==> src/rtl/pwm_pkg.sv <==
// Shared types and default parameters for the multichannel PWM block.
// Imported by the prescaler and the PWM core.
package pwm_pkg;

    typedef enum logic {
        PWM_EDGE   = 1'b0,
        PWM_CENTER = 1'b1
    } pwm_mode_t;

    typedef enum logic {
        DIR_UP   = 1'b0,
        DIR_DOWN = 1'b1
    } pwm_dir_t;

    localparam int PWM_DEFAULT_N        = 10;
    localparam int PWM_DEFAULT_CLK_DIV  = 3;
    localparam int PWM_DEFAULT_CHANNELS = 2;

endpackage

==> src/rtl/pwm_prescaler.sv <==
// Free-running prescaler: a one-clk tick every 2^CLK_DIV clocks.
// The tick is a clock enable, never a derived clock.
module pwm_prescaler
    import pwm_pkg::*;
#(
    parameter int CLK_DIV = PWM_DEFAULT_CLK_DIV
) (
    input  logic clk,
    input  logic reset,
    output logic tick
);

    logic [CLK_DIV-1:0] count;

    always_ff @(posedge clk) begin
        if (reset) begin
            count <= '0;
        end else begin
            count <= count + CLK_DIV'(1);
        end
    end

    // All-ones is the last count before the natural wrap to zero.
    assign tick = &count;

endmodule

==> src/rtl/pwm_multichannel.sv <==
// Multichannel PWM with a shared period counter, edge- or center-aligned,
// and shadow registers that only take new settings at the start of a period.
module pwm_multichannel
    import pwm_pkg::*;
#(
    parameter int N        = PWM_DEFAULT_N,
    parameter int CLK_DIV  = PWM_DEFAULT_CLK_DIV,
    parameter int CHANNELS = PWM_DEFAULT_CHANNELS
) (
    input  logic                       clk,
    input  logic                       reset,
    input  logic [CHANNELS-1:0][N-1:0] duty,
    input  logic [CHANNELS-1:0]        enable,
    input  logic                       center_mode,
    output logic [CHANNELS-1:0]        pwm_out,
    output logic                       period_start
);

    localparam logic [N-1:0] CNT_MAX = '1;

    logic                       tick;
    logic                       load;
    logic [N-1:0]               counter;
    logic [N-1:0]               counter_next;
    pwm_dir_t                   dir;
    pwm_dir_t                   dir_eff;
    pwm_dir_t                   dir_next;
    pwm_mode_t                  mode;
    pwm_mode_t                  mode_eff;
    logic [CHANNELS-1:0][N-1:0] shadow_duty;
    logic [CHANNELS-1:0][N-1:0] duty_eff;
    logic [CHANNELS-1:0]        shadow_enable;
    logic [CHANNELS-1:0]        enable_eff;
    logic [CHANNELS-1:0]        pwm_next;

    pwm_prescaler #(
        .CLK_DIV(CLK_DIV)
    ) u_prescaler (
        .clk  (clk),
        .reset(reset),
        .tick (tick)
    );

    // On a load tick the freshly latched settings must already drive this tick's decisions.
    always_comb begin
        load       = tick && (counter == '0);
        mode_eff   = load ? pwm_mode_t'(center_mode) : mode;
        duty_eff   = load ? duty : shadow_duty;
        enable_eff = load ? enable : shadow_enable;
        dir_eff    = load ? DIR_UP : dir;
    end

    always_comb begin
        counter_next = counter + N'(1);
        dir_next     = DIR_UP;
        if (mode_eff == PWM_CENTER) begin
            if (dir_eff == DIR_DOWN || counter == CNT_MAX) begin
                counter_next = counter - N'(1);
                dir_next     = DIR_DOWN;
            end
        end
    end

    always_comb begin
        pwm_next = '0;
        for (int c = 0; c < CHANNELS; c++) begin
            pwm_next[c] = enable_eff[c] && (counter < duty_eff[c]);
        end
    end

    always_ff @(posedge clk) begin
        if (reset) begin
            counter       <= '0;
            dir           <= DIR_UP;
            mode          <= PWM_EDGE;
            shadow_duty   <= '0;
            shadow_enable <= '0;
            pwm_out       <= '0;
            period_start  <= 1'b0;
        end else begin
            period_start <= load;
            if (tick) begin
                counter <= counter_next;
                dir     <= dir_next;
                pwm_out <= pwm_next;
                if (load) begin
                    mode          <= mode_eff;
                    shadow_duty   <= duty;
                    shadow_enable <= enable;
                end
            end
        end
    end

endmodule

==> config.mk <==
export PLATFORM = sky130hd
export DESIGN_NAME = pwm_multichannel
export DESIGN_NICKNAME = d
export VERILOG_FILES = /design/src/rtl/pwm_pkg.sv /design/src/rtl/pwm_prescaler.sv /design/src/rtl/pwm_multichannel.sv
export SDC_FILE = /design/constraint.sdc
export NUM_CORES = 1
export LEC_CHECK = 0
export CAP_MARGIN = 0
export CORE_MARGIN = 2
export CORE_UTILIZATION = 55
export CTS_CLUSTER_SIZE = 30
export DETAILED_ROUTE_END_ITERATION = 16
export GPL_TIMING_DRIVEN = 1
export PLACE_DENSITY = 0.8
export SLEW_MARGIN = 20
export SYNTH_ARGS = -nofsm -noshare
export SYNTH_HDL_FRONTEND = slang
export SYNTH_SLANG_ARGS = --single-unit
==> constraint.sdc <==
create_clock -name clk -period 5.9 [get_ports clk]
set_clock_uncertainty 0.15 [all_clocks]
set_input_delay 1.18 -clock clk [delete_from_list [all_inputs] [get_ports clk]]
set_output_delay 1.18 -clock clk [all_outputs]
set_load 0.005 [all_outputs]
# Yosys cells after proc, flatten, opt, wreduce, memory -nomap -nowiden
# Index checks and enable logic that the tools add are counted.
# totals
reg_bits,40
inputBits,25
out_inout_bits,3
elab_cells,30
# op_classes
n_addsub,3
order_cmp,2
n_eq_ne,1
n_mux,8
reduce_logical,7
# op_table
cell,count
10-bit < comparator,2
10-bit two-way mux,2
20-bit two-way mux,1
"10-bit by 1-bit adder with 10-bit output, second input constant",1
"10-bit equality test, second input constant",1
10-bit zero test,1
"10-bit by 1-bit subtractor with 10-bit output, second input constant",1
1-bit two-way mux,4
4-bit AND reduction,1
"3-bit by 1-bit adder with 3-bit output, second input constant",1
1-bit logical AND,3
3-bit AND reduction,1
2-bit two-way mux,1
1-bit logical OR,1

# Longest topological paths before layout
# Gate-level depths: netlist of the first run.
# logic_depth
word_depth,6
ltp_mapped,12
mapped_depth_nobuf,11

# Cells and area by module
# From an unflattened synthesis of the first run, not the netlist that was laid out.
# hier_totals
hier_cells,225
area_unflattened_um2,2150.8
# by_module_without_submodules
mod,n_inst,cells_each,area_each_um2,seq_area_each_um2
pwm_multichannel,1,217,2049.5,740.7
pwm_prescaler,1,8,101.3,60.1

# Worst setup path after synthesis of the first run
# OpenSTA, ideal clock, no wires.
# synth_timing
kind,register to register
startpoint,register u_prescaler.count[0]
endpoint,register pwm_out[0]
setup_ns,0.091
t_arrival_ns,3.230
required_ns,5.659
setup_slack_ns,2.429
stages_incl_launch_ff,13
path_buffers,1
period_less_slack_ns,3.471
cell_sequence,dfxtp_1 > ha_1 > ha_1 > or3b_2 > nor4_4 > buf_2 > mux2i_1 > ha_1 > a21o_1 > a21o_1 > a221oi_1 > a21oi_1 > a311oi_1
# synth_between
elab_chain_cells,5
elab_cells_between_ends,6
classes_between,1 x order compare; 2 x mux; 3 x reduce/logical
# synth_lines
element,line_no,source
from (decl),pwm_prescaler.sv:13,logic [CLK_DIV-1:0] count;
from (signal assigned),pwm_prescaler.sv:19,count <= count + CLK_DIV'(1);
3-bit AND reduction (*),pwm_prescaler.sv:24,assign tick = &count;
net tick,pwm_multichannel.sv:21,logic tick;
1-bit logical AND,pwm_multichannel.sv:46,load = tick && (counter == '0);
20-bit two-way mux,--,
10-bit < comparator,pwm_multichannel.sv:67,pwm_next[c] = enable_eff[c] && (counter < duty_eff[c]);
1-bit logical AND,pwm_multichannel.sv:67,
to (signal assigned),pwm_multichannel.sv:85,pwm_out <= pwm_next;
to (decl),pwm_multichannel.sv:15,"output logic [CHANNELS-1:0] pwm_out,"
# The timed path passes the listed nets; every way through them passes the cells marked *.
# A chain may end at the register's enable or synchronous reset.

# Worst setup path in the final report of the first run
# layout_timing
startpoint,register u_prescaler.count[0]
endpoint,register pwm_out[1]
# The elaborated chain is that of the path after synthesis.

==> flow_summary_export.csv, run 1 <==
group,metric,value,unit
outcome,outcome,"complete, no violations",
clock_tree,root_buffer,"clkbuf_8",
floorplan,core_area,3716,µm²
synthesis,synth-seq-cells,40,
pwr,power_density,204.5,nW/µm²
synthesis,synthXorXnorAreaFrac,0.008102,
pwr,seqPwrFrac,0.519,
clock_tree,post_cts_buffers,0,
placed_design,numPortBuffers,27,
global_routing,grt-ovfl-total,0,
floorplan,die_area,4449,µm²
pwr,ir_worst_vdd,0.0001916,V
finish,antenna_cells,0,
pwr,p_leak,1.048,nW
synthesis,synth.yosys.seq_area_share,0.3704,
floorplan,die_height,66.70,µm
clock_tree,htree_levels,2,
timing,hold_violations,0,
synthesis,syn_nets,273,
timing,slew_headroom,0.4918,
pwr,netSwitchingPower,0.0001113,W
synthesis,ys_warn_count,0,
drt,wirelength,4519,µm
global_routing,grt_pass1_wl,7521,µm
timing,rsz0062_at_grt,"no",
finish,drive_gt1_frac,0.09091,
worst_setup_path,cp-end-kind,"flip-flop",
synthesis,synth.distinct_cells,32,
finish,fillers,306,
global_routing,antenna_found_initial,0,
drt,route.detailed.drc,0,
synthesis,synth_ff_type,"dfxtp_1",
drt,initialDrtViolationCount,94,
finish,layout_commonest_cell,"dfxtp_1",
timing,finalSetupViolations,0,
synthesis,synth_simple_gate_area_frac,0.2176,
hold_path,hold_class,"reg2reg",
timing,fmaxAchievable,221.8,MHz
pwr,intPower,0.0004165,W
drt,routedWlPerCell,15.01,µm
pwr,comb_power_share,0.059,
synthesis,synth_compound_area_frac,0.05556,
synthesis,synth_fa_ha_area_frac,0.1331,
finish,area_growth,19.39,%
clock_tree,cts_sinks,40,
placed_design,hpwl,3163,µm
floorplan,ios,28,
clock_tree,ctsResizeCount,0,
clock_tree,cts_tree,"done",
worst_setup_path,worstPathRequired,5940,ps
clock_tree,clk_latency,300,ps
worst_setup_path,critPathKind,"reg2reg",
global_routing,grt_usage,0.2260,
synthesis,synth_cells,225,
timing,timing.final.ws_setup,1392,ps
global_routing,first_global_vias,1650,
floorplan,num_rows,22,
pwr,clkPwrFrac,0.422,
timing,finalCriticalPeriod,4508,ps
worst_setup_path,worstPathArrival,4550,ps
finish,layout_common_cells,"40 x dfxtp_1, 38 x nor2_1, 30 x mux2i_1",
synthesis,synth_enable_flop_cells,0,
floorplan,die_width,66.70,µm
worst_setup_path,crit_path_start_kind,"flip-flop",
pwr,swShare,0.2108,
timing,fin_crit_sh,0.7641,
drt,drt_pass1_iterations,4,
drt,via_count,1702,
timing,finalSetupTns,0,ps
worst_setup_path,path_max_fanout,16,
finish,nNetsFinal,300,
floorplan,initial_core_util,0.5818,
drt,final_antenna_net_count,0,
synthesis,synthMuxAreaShare,0.1910,
clock_tree,cts.path.max_buffers,2,
placed_design,gp_congestion,0.8384,
synthesis,synthArstFlopShare,0,
timing,worst_slew_pin_slew,756.7,ps
clock_tree,tritoncts.num_buffers,5,
drt,routed_via_density,5.654,
synthesis,syn-cell-area,2162,µm²
clock_tree,clk_pin_slew,80,ps
global_routing,grt_max_degree,30,
synthesis,synth_area_per_cell,9.609,µm²
clock_tree,cts_hold_buf,0,
synthesis,synth_top_family_by_area,"simple AND/OR/NAND/NOR gates",
placed_design,place_ws,1566,ps
pwr,finalPower,0.0005277,W
timing,slew_viol_final,0,
flow_run,drv_cap,0,
==> metrics by stage <==
step | util | area (µm²) | hold WS, ps | instances
CTS | 0.6946 | 2581 | 305.1 | 301
detailed placement | 0.6646 | 2470 | 293.8 | 293
global placement | 0.6646 | 2470 | 282.2 | 293
global route | 0.6946 | 2581 | 333.8 | 301
floorplan | - | 2162 | 267.7 | 225
finish | 0.6946 | 2581 | 303.9 | 301
==> per-layer routing <==
layer | vias to the layer above | GRT usage | wire (µm)
met2 | 39 | 0.3800 | 2147
met1 | 803 | 0.2756 | 2119
met3 | 8 | 0.07264 | 211
li1 | 852 | - | -
met5 | - | 0 | 0
met4 | 0 | 0.06378 | 40
==> cell type report <==
cell class                 count  area (µm²)  share of cell area
timing repair buffer          29       285.3              0.1105
sequential                    40       800.8              0.3102
clock buffer                   5       68.82             0.02666
tap                           48       60.06             0.02327
inverter                       4       15.01            0.005817
clock inverter                 3       42.54             0.01648
multi-input combinational    172        1309              0.5070
==> path summary, 6_finish.rpt <==
kind | start | to | slack, ps | depth (start not counted)
worst max-delay path | u_prescaler.count[0] | pwm_out[1] | 1390 | 12
worst min-delay path | u_prescaler.count[0] | u_prescaler.count[0] | 300 | 1
worst max register to register | u_prescaler.count[0] | pwm_out[1] | 1390 | 12
worst min register to register | u_prescaler.count[0] | u_prescaler.count[0] | 300 | 1
==> worst max-delay path, stage by stage, from the launching register on <==
cell	delay, ps
dfxtp_1	360
ha_1	160
ha_1	510
or3b_2	550
nor4_4	660
buf_4	400
mux2i_1	280
ha_1	280
a21o_1	160
a21o_1	180
a221oi_1	280
a21oi_1	130
a311oi_1	290
==> power by group through the flow <==
stage	clock (W)	sequential [W]	combinational, W
5_1_grt	0.000239	0.000274	0.0000343
3_5_place_dp	0	0.000280	0.0000312
6_report	0.000223	0.000274	0.0000314
3_3_place_gp	0	0.000280	0.0000308
4_1_cts	0.000228	0.000274	0.0000316
2_1_floorplan	0	0.000280	0.0000120
==> state kept, by name, summed over array words and instances (netlist names) <==
signal and cells:
u_prescaler.count 3, counter 10, dir 1, shadow_enable 2, mode 1, shadow_duty 20
period_start 1, pwm_out 2
==> cell families after synthesis <==
family / after synthesis
AO/OA/AOI/OAI: 18
XOR/XNOR: 2
multiplexers: 40
flip-flops: 40
AND/OR/NAND/NOR: 89
adder cells (fa/ha/maj): 23
buffers and inverters: 13
==> Yosys cell counts, drive strengths merged (4+ instances only) <==
cell | instances | area share
mux2i | 30 | 0.14
nand2 | 7 | 0.012
a21oi | 6 | 0.014
nor4 | 4 | 0.019
clkbuf | 6 | 0.010
mux2 | 10 | 0.052
a21o | 4 | 0.014
nor2 | 38 | 0.066
dfxtp | 40 | 0.37
nor2b | 16 | 0.046
ha | 23 | 0.13
inv | 4 | 0.0069
(Power assumes the default switching activity.)
==> inputs of run 2 (changes only) <==
clock period = 4.6 ns   (was 5.9 ns; I/O delays follow)
==> run 2 against run 1 <==
Register-to-register slack lost 660 ps; routed wire length decreased by 0.75%; sequential cell count unchanged; via count shrank 3.3%; worst hold slack gained 21 ps; fmax up 17%; cell area is 0.68% higher; setup slack got worse by 660 ps; clock power is 39% higher; sequential share of layout area down 0.21 points; clock-buffer cell count increased by 2; critical endpoint is now pwm_out[0]; largest cell class unchanged; largest power group unchanged; highest routed layer unchanged.
==> flow_summary_export.csv, run 2 (synthesized netlist as in run 1, its figures left out) <==
group,metric,value,unit
finish,largest_reg_flops,20,
clock_tree,post_cts_buffers,0,
drt,initialDrtViolationCount,110,
clock_tree,htree_levels,2,
timing,slew_headroom,0.6082,
timing,finalSetupViolations,0,
finish,layout_commonest_cell,"dfxtp_1",
drt,via_count,1645,
worst_setup_path,path_max_fanout,25,
pwr,power_density,269.9,nW/µm²
clock_tree,cts_tree,"done",
timing,slew_viol_final,0,
placed_design,placed_area,2472,µm²
hold_path,hold_depth,1,
flow_run,drv_cap,0,
finish,regMostFlops,"shadow_duty",
placed_design,numPortBuffers,27,
finish,area_growth,20.20,%
floorplan,num_rows,22,
global_routing,grt_max_degree,34,
drt,route.detailed.drc,0,
timing,worst_slew_pin_slew,587.7,ps
global_routing,antenna_found_initial,0,
worst_setup_path,worstPathArrival,3910,ps
timing,rsz0062_at_grt,"no",
clock_tree,tritoncts.num_buffers,5,
worst_setup_path,critPathKind,"reg2reg",
clock_tree,cts_sinks,40,
floorplan,core_area,3716,µm²
worst_setup_path,crit_path_start_kind,"flip-flop",
pwr,p_leak,1.064,nW
worst_setup_path,r2r-end,"pwm_out[0]",
drt,wirelength,4485,µm
floorplan,ios,28,
clock_tree,cts_hold_buf,0,
timing,finalSetupTns,0,ps
finish,layout_common_cells,"40 x dfxtp_1, 38 x nor2_1, 30 x mux2i_1",
worst_setup_path,cp-end-kind,"flip-flop",
outcome,outcome,"complete, no violations",
global_routing,grt_usage,0.2272,
floorplan,initial_core_util,0.5818,
clock_tree,clk_latency,290,ps
drt,routedWlPerCell,14.85,µm
drt,routed_via_density,5.447,
clock_tree,root_buffer,"clkbuf_8",
finish,antenna_cells,0,
timing,fin_crit_sh,0.8399,
clock_tree,clk_pin_slew,80,ps
finish,reg_top3,"shadow_duty: 20 flops, counter: 10 flops, u_prescaler.count: 3 flops",
placed_design,hpwl,3081,µm
finish,nNetsFinal,301,
finish,final_area,2599,µm²
floorplan,die_area,4449,µm²
clock_tree,cts.path.max_buffers,2,
global_routing,grt_pass1_wl,7548,µm
worst_setup_path,r2r-start,"u_prescaler.count[0]",
worst_setup_path,reg2regPathDepth,13,
worst_setup_path,r2r_slack,740,ps
global_routing,grt-ovfl-total,0,
hold_path,hold_class,"reg2reg",
timing,hold_violations,0,
timing,finalCriticalPeriod,3864,ps
worst_setup_path,worstPathRequired,4650,ps
drt,final_antenna_net_count,0,
pwr,ir_worst_vdd,0.0001841,V
floorplan,die_width,66.70,µm
clock_tree,ctsResizeCount,0,
global_routing,first_global_vias,1614,
placed_design,gp_congestion,0.8489,
timing,fmaxAchievable,258.8,MHz
finish,drive_gt1_frac,0.09843,
drt,drt_pass1_iterations,4,
floorplan,die_height,66.70,µm
hold_path,hold_start,"u_prescaler.count[0]",
hold_path,worstHoldEndpoint,"u_prescaler.count[0]",
-- run 2: per-layer routing --
metal / GRT usage / up-vias / part of all wire
met5: 0 / - / 0
met4: 0.08673 / 0 / 0.019
met3: 0.04223 / 11 / 0.041
li1: - / 845 / -
met1: 0.2981 / 749 / 0.49
met2: 0.3688 / 40 / 0.45
-- run 2: stage by stage --
stage	utilization	hold WS [ps]	std cells	setup WS, ps	power, W
6_report	0.6993	324.6	302	736.4	0.0007014
5_1_grt	0.6993	347.6	302	465.3	0.0007284
4_1_cts	0.6993	323.7	302	713.8	0.0007068
3_5_place_dp	0.6653	312.8	294	857.8	0.0003986
3_3_place_gp	0.6667	281.1	294	979.7	0.0003987
2_1_floorplan	-	267.7	225	1129	0.0003739
-- run 2: worst max-delay path, stage by stage (launching register included) --
cell and delay, ps:
dfxtp_1 370, ha_1 160, ha_1 130, buf_4 200, or3b_2 510, nor4_4 220
buf_4 400, mux2i_1 300, ha_1 280, a21o_1 180, a21o_1 170, a221oi_1 300
a21oi_1 150, a311oi_1 270
-- run 2: how the worst max path moves through the flow --
stage	start	end	slack [ps]	cells after the start
finish	u_prescaler.count[0]	pwm_out[0]	740	13
global route	u_prescaler.count[0]	pwm_out[0]	470	13
CTS	u_prescaler.count[0]	pwm_out[0]	710	13
detailed placement	u_prescaler.count[0]	pwm_out[1]	860	13
global placement	u_prescaler.count[0]	pwm_out[0]	980	13
floorplan	u_prescaler.count[0]	pwm_out[0]	1130	12
-- run 2: final cells by class --
cell class                      instances  area, µm²
Fill cell                             313       1117
Multi-Input combinational cell        172       1309
Timing Repair Buffer                   30      287.8
Sequential cell                        40      800.8
Clock buffer                            7      96.34
Clock inverter                          1      30.03
Inverter                                4      15.01
Tap cell                               48      60.06
-- run 2: report_power, final --
group / leakage, nW / switching (W) / internal (W) / total (W)
combinational: 0.677 / 0.0000152 / 0.0000241 / 0.0000393
clock: 0.0645 / 0.000120 / 0.000191 / 0.000311
sequential: 0.323 / 0.00000201 / 0.000349 / 0.000351
total: 1.06 / 0.000137 / 0.000565 / 0.000701
==> inputs of run 3 (changes only) <==
CORE_UTILIZATION = 49   (was 55)
PLACE_DENSITY = 0.76   (was 0.8)
clock period = 3.2 ns   (was 4.6 ns; I/O delays follow)
==> run 3 against run 2 <==
First-iteration DRC count decreased by 9.1%; sequential power is 44% higher; register-to-register slack got worse by 680 ps; critical endpoint unchanged.
==> flow_summary_export.csv, run 3 (synthesized netlist as in run 1, its figures left out) <==
group,metric,value,unit
timing,hold_violations,0,
global_routing,grt_pass1_wl,8293,µm
outcome,outcome,"complete, no violations",
finish,area_growth,41.96,%
worst_setup_path,crit_path_frequent_cell,"ha_4",
worst_setup_path,critPathKind,"reg2reg",
finish,nNetsFinal,326,
timing,hold_slack,347.8,ps
timing,rsz0062_at_grt,"yes",
worst_setup_path,worstPathArrival,3190,ps
clock_tree,clk_latency,300,ps
clock_tree,cts_tree,"done",
placed_design,numPortBuffers,27,
pwr,finalPower,0.0009007,W
placed_design,hpwl,3291,µm
timing,worst_slew_pin_slew,832.2,ps
placed_design,placed_area,2586,µm²
worst_setup_path,crit_buf_inv,2,
worst_setup_path,path_delay_family,"simple AND/OR/NAND/NOR gates",
finish,layout_common_cells,"38 x nor2_1, 38 x dfxtp_1, 27 x clkdlybuf4s50_1",
floorplan,core_area,4294,µm²
worst_setup_path,r2r-end,"pwm_out[0]",
hold_path,hold_depth,2,
clock_tree,cts_sinks,40,
global_routing,grt_util_met1,0.2694,
timing,fin_crit_sh,0.9809,
floorplan,die_area,4960,µm²
worst_setup_path,reg2regPathDepth,12,
finish,final_area,3069,µm²
clock_tree,htree_levels,2,
global_routing,met2_usage,0.3711,
timing,finalSetupViolations,0,
worst_setup_path,cp-end-kind,"flip-flop",
clock_tree,tritoncts.num_buffers,5,
clock_tree,root_buffer,"clkbuf_8",
worst_setup_path,crit_path_max_incr_delay,400,ps
clock_tree,cts_hold_buf,0,
finish,antenna_cells,0,
worst_setup_path,r2r_slack,60,ps
global_routing,antenna_found_initial,0,
floorplan,die_height,70.43,µm
clock_tree,clk_pin_slew,80,ps
worst_setup_path,crit_path_start_kind,"flip-flop",
finish,reg_top3,"shadow_duty: 20 flops, counter: 10 flops, u_prescaler.count: 3 flops",
hold_path,worstHoldEndpoint,"shadow_duty[10]",
finish,drive_gt1_frac,0.2950,
drt,routedWlPerCell,16.00,µm
finish,regMostFlops,"shadow_duty",
global_routing,grt_usage,0.2142,
placed_design,gp_congestion,0.8391,
finish,largest_reg_flops,20,
flow_run,drv_cap,0,
global_routing,grt-ovfl-total,0,
clock_tree,cts.path.max_buffers,2,
floorplan,num_rows,24,
drt,drt_pass1_iterations,4,
drt,route.detailed.drc,0,
timing,fmaxAchievable,318.6,MHz
global_routing,grt_max_degree,25,
drt,routed_via_density,5.518,
global_routing,first_global_vias,1791,
drt,initialDrtViolationCount,100,
timing,slew_headroom,0.4434,
hold_path,hold_start,"shadow_duty[10]",
drt,final_antenna_net_count,0,
drt,via_count,1821,
pwr,p_leak,1.236,nW
worst_setup_path,r2r-start,"u_prescaler.count[1]",
worst_setup_path,worstPathRequired,3260,ps
hold_path,hold_class,"reg2reg",
pwr,power_density,293.5,nW/µm²
timing,slew_viol_final,0,
worst_setup_path,path_max_fanout,7,
floorplan,initial_core_util,0.5035,
pwr,ir_worst_vdd,0.0002869,V
drt,wirelength,5279,µm
timing,finalCriticalPeriod,3139,ps
floorplan,die_width,70.43,µm
global_routing,grt.busiest_layer,"met2",
worst_setup_path,slowest_stage,"or3b_4",
floorplan,ios,28,
worst_setup_path,path_cells,"ha_4 > ha_4 > or3b_4 > nor4_4 > buf_12 > buf_4 > mux2i_2 > ha_1 > and4_4 > a221oi_2 > a21oi_1 > a311oi_1",
global_routing,gr-usage-met3,0.04329,
timing,finalSetupTns,0,ps
-- run 3: worst max-delay path by stage --
stage | from | slack [ps] | end | cells past startpoint
after global routing | u_prescaler.count[0] | -70 | pwm_out[1] | 15
final | u_prescaler.count[1] | 60 | pwm_out[0] | 12
after floorplan | u_prescaler.count[0] | 8 | pwm_out[0] | 12
after detailed placement | u_prescaler.count[0] | -60 | pwm_out[0] | 12
after global placement | u_prescaler.count[0] | -2 | pwm_out[0] | 12
after CTS | u_prescaler.count[1] | -10 | pwm_out[1] | 13
-- run 3: stage by stage --
stage          std cells  utilization  setup slack, ps
6_report             330       0.7147            61.15
5_1_grt              330       0.7147           -70.03
4_1_cts              327       0.6585           -9.563
3_5_place_dp         309       0.6023           -61.90
3_3_place_gp         309       0.6023           -2.418
2_1_floorplan        225            -            7.987
-- run 3: area by class of cell --
| class | count | area (µm²) |
|---|---|---|
| sequential | 40 | 803.3 |
| tap | 52 | 65.06 |
| clock inverter | 1 | 5.005 |
| multi-input combinational | 172 | 1600 |
| fill | 296 | 1225 |
| clock buffer | 6 | 72.57 |
| inverter | 4 | 15.01 |
| timing repair buffer | 55 | 508.0 |
-- run 3: worst register-to-register path, stage by stage (launching register included) --
cell	delay, ps
dfxtp_2	360
ha_4	140
ha_4	130
or3b_4	400
nor4_4	240
buf_12	180
buf_4	140
mux2i_2	260
ha_1	270
and4_4	180
a221oi_2	260
a21oi_1	100
a311oi_1	230
-- run 3: routing by layer --
layer	up-vias	share of wire
met5	-	0
met4	0	0.024
met3	15	0.042
met2	46	0.50
met1	853	0.43
li1	907	-
-- run 3: repair_timing --
action / in CTS / in global routing
resized for setup: 22 / 33
setup endpoints to repair: 2 / 2
pin swaps: 11 / 13
buffers inserted: 11 / 4
-- run 3: report_power, final --
part           switching [W]  internal, W
sequential        0.00000436     0.000502
clock               0.000170     0.000148
combinational      0.0000303    0.0000453
total               0.000205     0.000696
